==> src/rtl/comb_add_pkg.sv <==
// comb_add_pkg: shared default operand width for the modular adder
package comb_add_pkg;
  localparam int DEFAULT_WIDTH = 4;
endpackage

==> src/rtl/comb_add_fa.sv <==
// comb_add_fa: one-bit full adder cell
module comb_add_fa (
  input  logic x,
  input  logic y,
  input  logic ci,
  output logic s,
  output logic co
);
  assign s  = x ^ y ^ ci;
  assign co = (x & y) | (ci & (x ^ y));
endmodule

==> src/rtl/comb_add.sv <==
// comb_add: combinational ripple-carry adder, sum modulo 2^WIDTH
module comb_add
  import comb_add_pkg::*;
#(
  parameter int WIDTH = DEFAULT_WIDTH
) (
  input  logic             clk,
  input  logic             rst,
  input  logic [WIDTH-1:0] a,
  input  logic [WIDTH-1:0] b,
  output logic [WIDTH-1:0] c
);
  logic [WIDTH:0] cy;
  logic           unused;
  assign cy[0]  = 1'b0;
  assign unused = ^{clk, rst, cy[WIDTH]};
  for (genvar i = 0; i < WIDTH; i++) begin : g_fa
    comb_add_fa u_fa (
      .x  (a[i]),
      .y  (b[i]),
      .ci (cy[i]),
      .s  (c[i]),
      .co (cy[i+1])
    );
  end
endmodule

==> config.mk <==
export PLATFORM = sky130hd
export DESIGN_NAME = comb_add
export DESIGN_NICKNAME = d
export VERILOG_FILES = /design/src/rtl/comb_add_pkg.sv /design/src/rtl/comb_add_fa.sv /design/src/rtl/comb_add.sv
export SDC_FILE = /design/constraint.sdc
export NUM_CORES = 1
export LEC_CHECK = 0
export ABC_AREA = 1
export BUFFER_PORTS_ARGS = -buffer_cell sky130_fd_sc_hd__buf_2
export CAP_MARGIN = 30
export CORE_AREA = 4 4 41 43
export DETAILED_ROUTE_END_ITERATION = 8
export DIE_AREA = 0 0 45 47
export GPL_TIMING_DRIVEN = 0
export SLEW_MARGIN = 20
export SYNTH_ARGS = -nofsm -noshare
export SYNTH_HDL_FRONTEND = slang
export SYNTH_SLANG_ARGS = --single-unit
==> constraint.sdc <==
create_clock -name vclk -period 2.8
set_clock_uncertainty 0.2 [all_clocks]
set_input_delay 0.56 -clock vclk [all_inputs]
set_output_delay 0.56 -clock vclk [all_outputs]
set_load 0.02 [all_outputs]
---- After elaboration in Yosys (flattened, before gate mapping) ----
Index checks and enable logic that the tools add are counted.
operators by class
  add/sub/neg operators ................... 0
  multiply operators ...................... 0
  divide/modulo/power cells ............... 0
  magnitude comparators ................... 0
  eq/ne operators ......................... 0
  shifts and indexed selects .............. 0
  mux-type cells .......................... 0
  bitwise gates (word level) .............. 14
  reductions and logical operators ........ 0
operator list
  operator       number
  $xor A1 B1 Y1  7
  $and A1 B1 Y1  5
  $or A1 B1 Y1   2
storage, ports and cells
  register bits ........................... 0
  latch bits .............................. 0
  RAM bits ................................ 0
  ROM bits ................................ 0
  input port bits ......................... 10
  output and inout bits ................... 4
  logic and storage cells ................. 14
  memories kept ........................... 0

---- Depth between registers and ports, before layout ----
Gate-level depths: netlist (run 1).
  word-level depth ........................ 6
  mapped depth ............................ 7
  gate-level depth less buffers ........... 6

---- By module ----
Synthesis (run 1) repeated with hierarchy kept, for this count alone.
second synthesis, totals
  cell total of the unflattened synthesis .. 5
  area total of the unflattened synthesis .. 83.8 um^2
by module, submodules not included
  module       times used  cells an instance  area an instance (um^2)  seq. area each (um^2)
  comb_add_fa  4           1                  20.0                     0.0
  comb_add     1           1                  3.8                      0.0

---- Worst setup path after synthesis (run 1) ----
No wires, ideal clock.
  path type ............................... in2out
  start ................................... input a[0]
  end ..................................... output c[3]
  arrival time ............................ 1.798 ns
  required time ........................... 2.040 ns
  setup slack ............................. 0.242 ns
  stages on the path ...................... 7
  buffers on the path ..................... 1
  cell sequence ........................... ha_1 -> fa_1 -> fa_1 -> inv_1 -> nand3_1 -> nand2_1 -> buf_4
on the way
  longest elaborated chain between the ends .. 6
RTL lines
  item                        line               text
  from (decl)                 comb_add.sv:9      input logic [WIDTH-1:0] a,
  $and A1 B1 Y1 (2 in a row)  comb_add_fa.sv:10  assign co = (x & y) | (ci & (x ^ y));
  $or A1 B1 Y1                comb_add_fa.sv:10
  $and A1 B1 Y1               comb_add_fa.sv:10
  $or A1 B1 Y1                comb_add_fa.sv:10
  $xor A1 B1 Y1               comb_add_fa.sv:9   assign s = x ^ y ^ ci;
  to (decl)                   comb_add.sv:11     output logic [WIDTH-1:0] c
No other way between the ends.

---- Final worst setup path (run 1) ----
  start ................................... input a[0]
  end ..................................... output c[2]
on the way
  longest elaborated chain between the ends .. 4
RTL lines
  item                        line
  $and A1 B1 Y1 (2 in a row)  comb_add_fa.sv:10
  $or A1 B1 Y1                comb_add_fa.sv:10
  $xor A1 B1 Y1               comb_add_fa.sv:9
No other way between the ends.

==> impl_results.md, run 1 <==
- Outcome: finished, final reports clean
- Overflow after GRT: 0
- Worst-Margin Slew: 0.108 ns
- Avg Cell Area, Syn: 7.51 sq um
- Setup-failing EPs final: 0
- Synth-to-layout area growth: 85.4%
- Arrival time worst endpoint: 1.95 ns
- Number of core rows: 13
- Port buffer count: 12
- Setup bufs post-CTS: 0
- Yosys cell types: 7
- Remaining DRCs: 0
- Placed Area: 199 sq um
- Leakage: 0.122 nW
- Global Route Usage Sum: 2.45%
- Hold WC Path Type: in -> out
- FF+latch count: 0
- Post-Synthesis Cells: 16
- Non-Filler Instances: 43
- Syn nets: 29
- Initial core utilization: 9.23%
- Final worst setup slack: 0.0872 ns
- Ports: 14
- Final Max Slew Viols: 0
- Cell Area, Synth: 120 sq um
- Crit Path Max Fanout: 1
- Hold_sp: b[0]
- FF+latch area: 0 sq um
- Vias: 129
- Highest Signal Layer: met3
- Die Y: 47 um
- Diodes inserted: 0
- Nets: 43
- Die width: 45 um
- Fin. Hold Viols: 0
- Dpl ws: -0.0302 ns
- Die area: 2120 sq um
- Core ar.: 1300 sq um
- Worst Path Required: 2.04 ns
- Hold path endpoint: c[0]
- Number of synthesis warnings: 0
- TritonRoute pass-1 iters: 2
- Routability-driven placement congestion ratio: 0.511
- Share of layout cells above drive strength 1: 75.0%
- Worst hold path cell count: 4
- Max-cap violation count: 0
- DR WL/cell: 5.58 um
- Clock buffers: 0
- PwrDens: 236 nW/um^2
- Met3 wire len: 75 um
- Largest net degree at the start of global routing: 3
- Critical Path End Type: output port
- Wl on met1: 93 um
- Number of routed nets with antenna violations: 0
- Seq/Total Area, Yosys: 0%
- Max-slew headroom: 92.8%
- Post-Place Cells: 43
- First-pass GRT wire length: 420 um
- Startpoint types: primary input
- Number of global-route vias before repair: 122
- Initial antenna violation count: 0
- Crit Path Class: in -> out
- Crit share post-route: 96.9%
- Peak VDD IR: 0.0000653 V
- Max Fclk: 0.369 GHz
- CTS Hold Bufs: 0
- Vias/cell: 3.00
- Final Critical Period: 2.71 ns
- WL final: 240 um
- Met2 routed WL: 71 um
- Initial DRC Count: 1
- Design Area, Final: 223 sq um
## how the worst max path moves through the flow
| stage | slack (ns) | depth (start not counted) | startpoint | end |
|---|---|---|---|---|
| 3_3_place_gp | -0.03 | 9 | a[0] | c[3] |
| 6_report | 0.09 | 6 | a[0] | c[2] |
| 3_5_place_dp | -0.03 | 9 | a[0] | c[3] |
| 2_1_floorplan | 0.24 | 7 | a[0] | c[3] |
| 5_1_grt | -0.0005 | 9 | a[0] | c[3] |
| 4_1_cts | 0.01 | 9 | a[0] | c[3] |
## critical path: stages
cell and delay, ns:
buf_2 0.11, ha_4 0.15, fa_2 0.36, fa_2 0.53, buf_4 0.09, buf_2 0.15
## placed cells by master (no fill, tap or decap), drive strengths merged
master  instances
inv             3
nand2           5
buf            16
fa              2
ha              1
nand3           1
## Yosys cell counts
cell     instances  area [sq um]
nand3_1          1          5.00
nand2_1          4          15.0
buf_4            4          30.0
ha_1             1          12.5
fa_1             2          40.0
nand2_2          1          6.26
inv_1            3          11.3
## area by class of cell
class,instances,area (sq um)
Inverter,3,11.3
Buffer,4,30.0
Tap cell,15,18.8
Multi-Input combinational cell,9,96.3
Timing Repair Buffer,12,66.3
Fill cell,153,1080
## power by group
group,internal (W),switching [W]
registers,0,0
clock network,0,0
logic,0.0000276,0.0000248
total,0.0000276,0.0000248
## cell families (layout without fill, tap and decap cells)
group | after synthesis | count (layout) | share of synthesized area (%)
buf+inv | 7 | 19 | 34.4
simple gates | 6 | 6 | 21.9
fa+ha+maj | 3 | 3 | 43.7
## per-layer routing
layer,vias up,track usage (%)
met2,12,4.24
met5,-,0
met3,0,0.383
met1,50,3.40
met4,0,0
li1,67,-
## repair_timing
item	in CTS	in global routing
pin swaps	0	2
gates resized for setup	1	6
endpoints found under the setup margin	1	2
## stage by stage
stage	power [W]	hold WS [ns]	util [%]	TNS, ns
after floorplan	0.0000322	1.14	-	0
after global placement	0.0000472	1.34	15.3	-0.0300
after detailed placement	0.0000474	1.34	15.3	-0.0302
after CTS	0.0000481	1.34	15.5	0
after global routing	0.0000597	1.37	17.1	-0.000543
final	0.0000525	1.36	17.1	0
(Power assumes the default switching activity.)
==> run 2: changes to the inputs <==
- clock period: 2.8 -> 3 ns (I/O delays scaled with it)
==> run 2 against run 1 <==
  * First-iteration DRC count increased by 100%
  * Non-clock buffer count unchanged
  * Worst hold slack better by 0.057 ns
  * Clock-buffer cell count unchanged
  * Cell area shrank 9.6%
  * Critical path depth is 3 higher
  * Sequential share of layout area unchanged
  * Combinational power is 16% lower
  * Routed wire length is 3.3% lower
  * Cell count unchanged
  * Highest routed layer unchanged
==> impl_results.md, run 2 (synthesis gave the netlist of run 1 again) <==
- Initial core utilization: 9.23%
- Port buffer count: 12
- Setup-failing EPs final: 0
- Synth-to-layout area growth: 67.7%
- Max-slew headroom: 92.8%
- Overflow after GRT: 0
- Crit Path Max Fanout: 2
- Hold path endpoint: c[0]
- WL final: 232 um
- Routability-driven placement congestion ratio: 0.511
- Max Fclk: 0.351 GHz
- Core ar.: 1300 sq um
- Arrival time worst endpoint: 2.05 ns
- Worst hold path cell count: 4
- Tot Pwr: 0.0000440 W
- Critical Path End Type: output port
- Ports: 14
- Remaining DRCs: 0
- Nets: 43
- Global Route Usage Sum: 2.45%
- Most frequent cells in the layout: buf_2 (12), nand2_1 (4), buf_4 (4)
- First-pass GRT wire length: 420 um
- Hold WC Path Type: in -> out
- Hold_ws: 1.42 ns
- Hold_sp: b[0]
- Number of core rows: 13
- Worst Path Required: 2.20 ns
- Crit share post-route: 94.9%
- GR Util met2: 4.24%
- Grt peak-use layer: met2
- Fin. Hold Viols: 0
- Final Critical Period: 2.85 ns
- PwrDens: 219 nW/um^2
- Initial antenna violation count: 0
- Global routing usage on met3: 0.383%
- DR WL/cell: 5.40 um
- Clock buffers: 0
- Vias: 127
- Final Max Slew Viols: 0
- Most common cell after layout, fill and taps aside: buf_2
- Setup TNS Final: 0 ns
- RSZ-0062 raised after global routing: false
- CTS Hold Bufs: 0
- Vias/cell: 2.95
- GRT met1 Usage: 3.40%
- Number of global-route vias before repair: 122
- TritonRoute pass-1 iters: 2
- Share of layout cells above drive strength 1: 64.3%
- Largest net degree at the start of global routing: 3
- Leakage: 0.122 nW
- Initial DRC Count: 2
- FF+latch count: 0
- Die width: 45 um
- Startpoint types: primary input
- Die Y: 47 um
- Crit Path Class: in -> out
- Die area: 2120 sq um
- Number of routed nets with antenna violations: 0
- Worst-Margin Slew: 0.108 ns
- Peak VDD IR: 0.0000517 V
- FF+latch area: 0 sq um
- Max-cap violation count: 0
- Diodes inserted: 0
- Outcome: finished, final reports clean
## run 2: cell types whose count changed in the layout (fill, tap and decap cells not counted)
cell	delta
buf_6	-1
inv_1	+1
fa_1	+1
inv_2	-1
fa_2	-1
ha_1	+1
buf_2	+1
ha_4	-1
## run 2: worst max path at each step
stage / from / to / cells after the start
detailed placement: a[0] / c[3] / 9
floorplan: a[0] / c[3] / 7
CTS: a[0] / c[3] / 9
global placement: a[0] / c[3] / 9
finish: a[0] / c[3] / 9
global route: a[0] / c[3] / 9
## run 2: layer usage
layer  part of all wire (%)  vias to the layer above
met5                      0                        -
met4                      0                        0
met3                     32                        0
met2                     27                       12
met1                     40                       48
li1                       -                       67
## run 2: report_power, final
group | total [W] | switching [W] | internal (W)
registers | 0 | 0 | 0
clock network | 0 | 0 | 0
logic | 0.0000440 | 0.0000216 | 0.0000224
total | 0.0000440 | 0.0000216 | 0.0000224
## run 2: final cells by class
class,instances,area [sq um]
Fill cell,156,1100
Inverter,3,11.3
Multi-Input combinational cell,9,81.3
Buffer,4,30.0
Tap cell,15,18.8
Timing Repair Buffer,12,60.1
## run 2: timing repair
action	in CTS	in global routing
buffers inserted	0	0
gates resized for setup	0	1
endpoints found under the setup margin	0	1
## run 2: critical path, stage by stage
cell     delay (ns)
buf_2          0.10
ha_1           0.20
fa_1           0.38
fa_2           0.35
inv_1          0.06
nand3_1        0.06
nand2_1        0.07
buf_4          0.09
buf_2          0.14
## run 2: stage by stage
step | area (sq um) | std cells | setup slack (ns) | utilization [%]
after floorplan | 120 | 16 | 0.362 | -
after global placement | 199 | 43 | 0.0900 | 15.3
after detailed placement | 199 | 43 | 0.0898 | 15.3
after CTS | 199 | 43 | 0.0828 | 15.3
after global routing | 201 | 43 | 0.0325 | 15.5
final | 201 | 43 | 0.154 | 15.5
==> run 3: changes to the inputs <==
- ABC_AREA: 1 -> unset
==> run 3 against run 2 <==
  * Largest cell class unchanged
  * Flip-flop and latch count did not move
  * Cell count fell by 19%
  * Total power rose by 9.6%
  * Largest power group unchanged
  * Area after synthesis fell by 11%
  * Highest routed layer unchanged
  * Critical endpoint unchanged
  * Clock-buffer cell count did not move
  * Non-clock buffer count did not move
==> impl_results.md, run 3 <==
- Hold_sp: b[0]
- Largest net degree at the start of global routing: 2
- Number of synthesis warnings: 0
- Synth Area in XOR/XNOR: 22.4%
- Crit Path Max Fanout: 1
- # fillers: 155
- PwrDens: 257 nW/um^2
- Syn nets: 21
- Most common cell after layout, fill and taps aside: buf_2
- Max-cap violation count: 0
- WL final: 309 um
- First-pass GRT wire length: 462 um
- Routability-driven placement congestion ratio: 0.658
- Initial DRC Count: 0
- TritonRoute pass-1 iters: 1
- Most frequent cells in the layout: buf_2 (12), buf_4 (4)
- Design Area, Final: 188 sq um
- WP buf/inv: 3
- Initial core utilization: 8.17%
- Mux cell area share after synthesis: 0%
- Yosys cell types: 4
- Ports: 14
- Slowest stage cell, crit path: fa_1
- Nets: 35
- Worst hold path cell count: 4
- Cell Area, Synth: 106 sq um
- Max-slew headroom: 92.1%
- Arrival time worst endpoint: 2.09 ns
- Worst path max stage delay: 0.37 ns
- Delay-heaviest family, CP: adder cells
- Post-Synthesis Cells: 8
- Clock buffers: 0
- Worst Path Required: 2.20 ns
- Top cell type's share of synthesized area: 37.6%
- Peak VDD IR: 0.0000634 V
- Critical Path End Type: output port
- DR WL/cell: 8.83 um
- Startpoint types: primary input
- Synth Area in Simple Gates: 0%
- Fin. Hold Viols: 0
- Setup TNS Final: 0 ns
- Outcome: finished, final reports clean
- Number of core rows: 13
- FF+latch area: 0 sq um
- Tot Pwr: 0.0000482 W
- Remaining DRCs: 0
- Placed Area: 185 sq um
- Final Critical Period: 2.89 ns
- Top area cells in the synthesized netlist: fa_1 (38%), buf_4 (28%), xor3_1 (22%), ha_1 (12%)
- Global Route Usage Sum: 3.00%
- Vias: 96
- Post-Place Cells: 35
- Cell taking the most area after synthesis: fa_1
- Number of global-route vias before repair: 112
- Vias/cell: 2.74
- Diodes inserted: 0
- Top cells by count, synth: buf_4 (4), fa_1 (2), ha_1 (1), xor3_1 (1)
- Worst path most repeated cell: buf_2
- Max Fclk: 0.346 GHz
- Non-Filler Instances: 35
- Setup-failing EPs final: 0
- Leakage: 0.104 nW
- Worst path depth: 7
- Avg Cell Area, Syn: 13.3 sq um
- Core ar.: 1300 sq um
- Main combinational cell family by area after synthesis: adder cells
- Worst-Margin Slew: 0.119 ns
- Critical-path cell list: buf_2 > ha_1 > fa_2 > fa_1 > xor3_1 > buf_4 > buf_2
- RSZ-0062 raised after global routing: false
- Die Y: 47 um
- Final Max Slew Viols: 0
- Post-Synth Adder-Cell Area: 49.4%
- Overflow after GRT: 0
- Die area: 2120 sq um
- Crit share post-route: 96.4%
- Number of routed nets with antenna violations: 0
- Most instantiated library cell after synthesis: buf_4
- Port buffer count: 12
- Initial antenna violation count: 0
- Util after Layout: 14.4%
- Hold path endpoint: c[0]
- Setup bufs post-CTS: 0
- Die width: 45 um
- Share of layout cells above drive strength 1: 85.0%
- Compound-Gate Fraction of Synth Area: 0%
- Synth-to-layout area growth: 76.5%
- FF+latch count: 0
- Crit Path Class: in -> out
- Seq/Total Area, Yosys: 0%
- Hold WC Path Type: in -> out
run 3: layer usage:
metal / part of all wire [%] / global-route usage, % / vias to the layer above
met5: 0 / 0 / -
met4: 0 / 0 / 0
met3: 36 / 3.83 / 0
met2: 24 / 3.39 / 12
met1: 39 / 3.64 / 38
li1: - / - / 46
run 3: area by class of cell:
cell class	instances	area [sq um]	share of cell area [%]
tap	15	18.8	10.0
multi-input combinational	4	78.8	42.0
buffer	4	30.0	16.0
timing repair buffer	12	60.1	32.0
run 3: kinds of logic (layout without fill, tap and decap cells):
group / after synthesis / count (layout)
adder cells (fa/ha/maj): 3 / 3
buffers and inverters: 4 / 16
XOR/XNOR: 1 / 1
run 3: stage by stage:
step                hold slack, ns  setup WS (ns)
floorplan                     1.22          0.335
global placement              1.42         0.0616
detailed placement            1.42         0.0458
CTS                           1.43         0.0400
global route                  1.46         0.0374
finish                        1.42          0.107
run 3: worst max path at each step:
stage          startpoint   end  slack, ns
3_5_place_dp         a[0]  c[3]       0.05
4_1_cts              a[0]  c[3]       0.04
3_3_place_gp         a[0]  c[3]       0.06
5_1_grt              a[0]  c[3]       0.04
2_1_floorplan        a[0]  c[3]       0.34
6_report             a[0]  c[3]       0.11
run 3: where the power goes:
group	total [W]	internal, W	switching, W
clock network	0	0	0
registers	0	0	0
logic	0.0000482	0.0000261	0.0000221
run 3: repair_timing:
item / 4_1_cts / 5_1_grt
gates resized for setup: 0 / 1
hold buffers: 0 / 0
setup endpoints to repair: 0 / 1
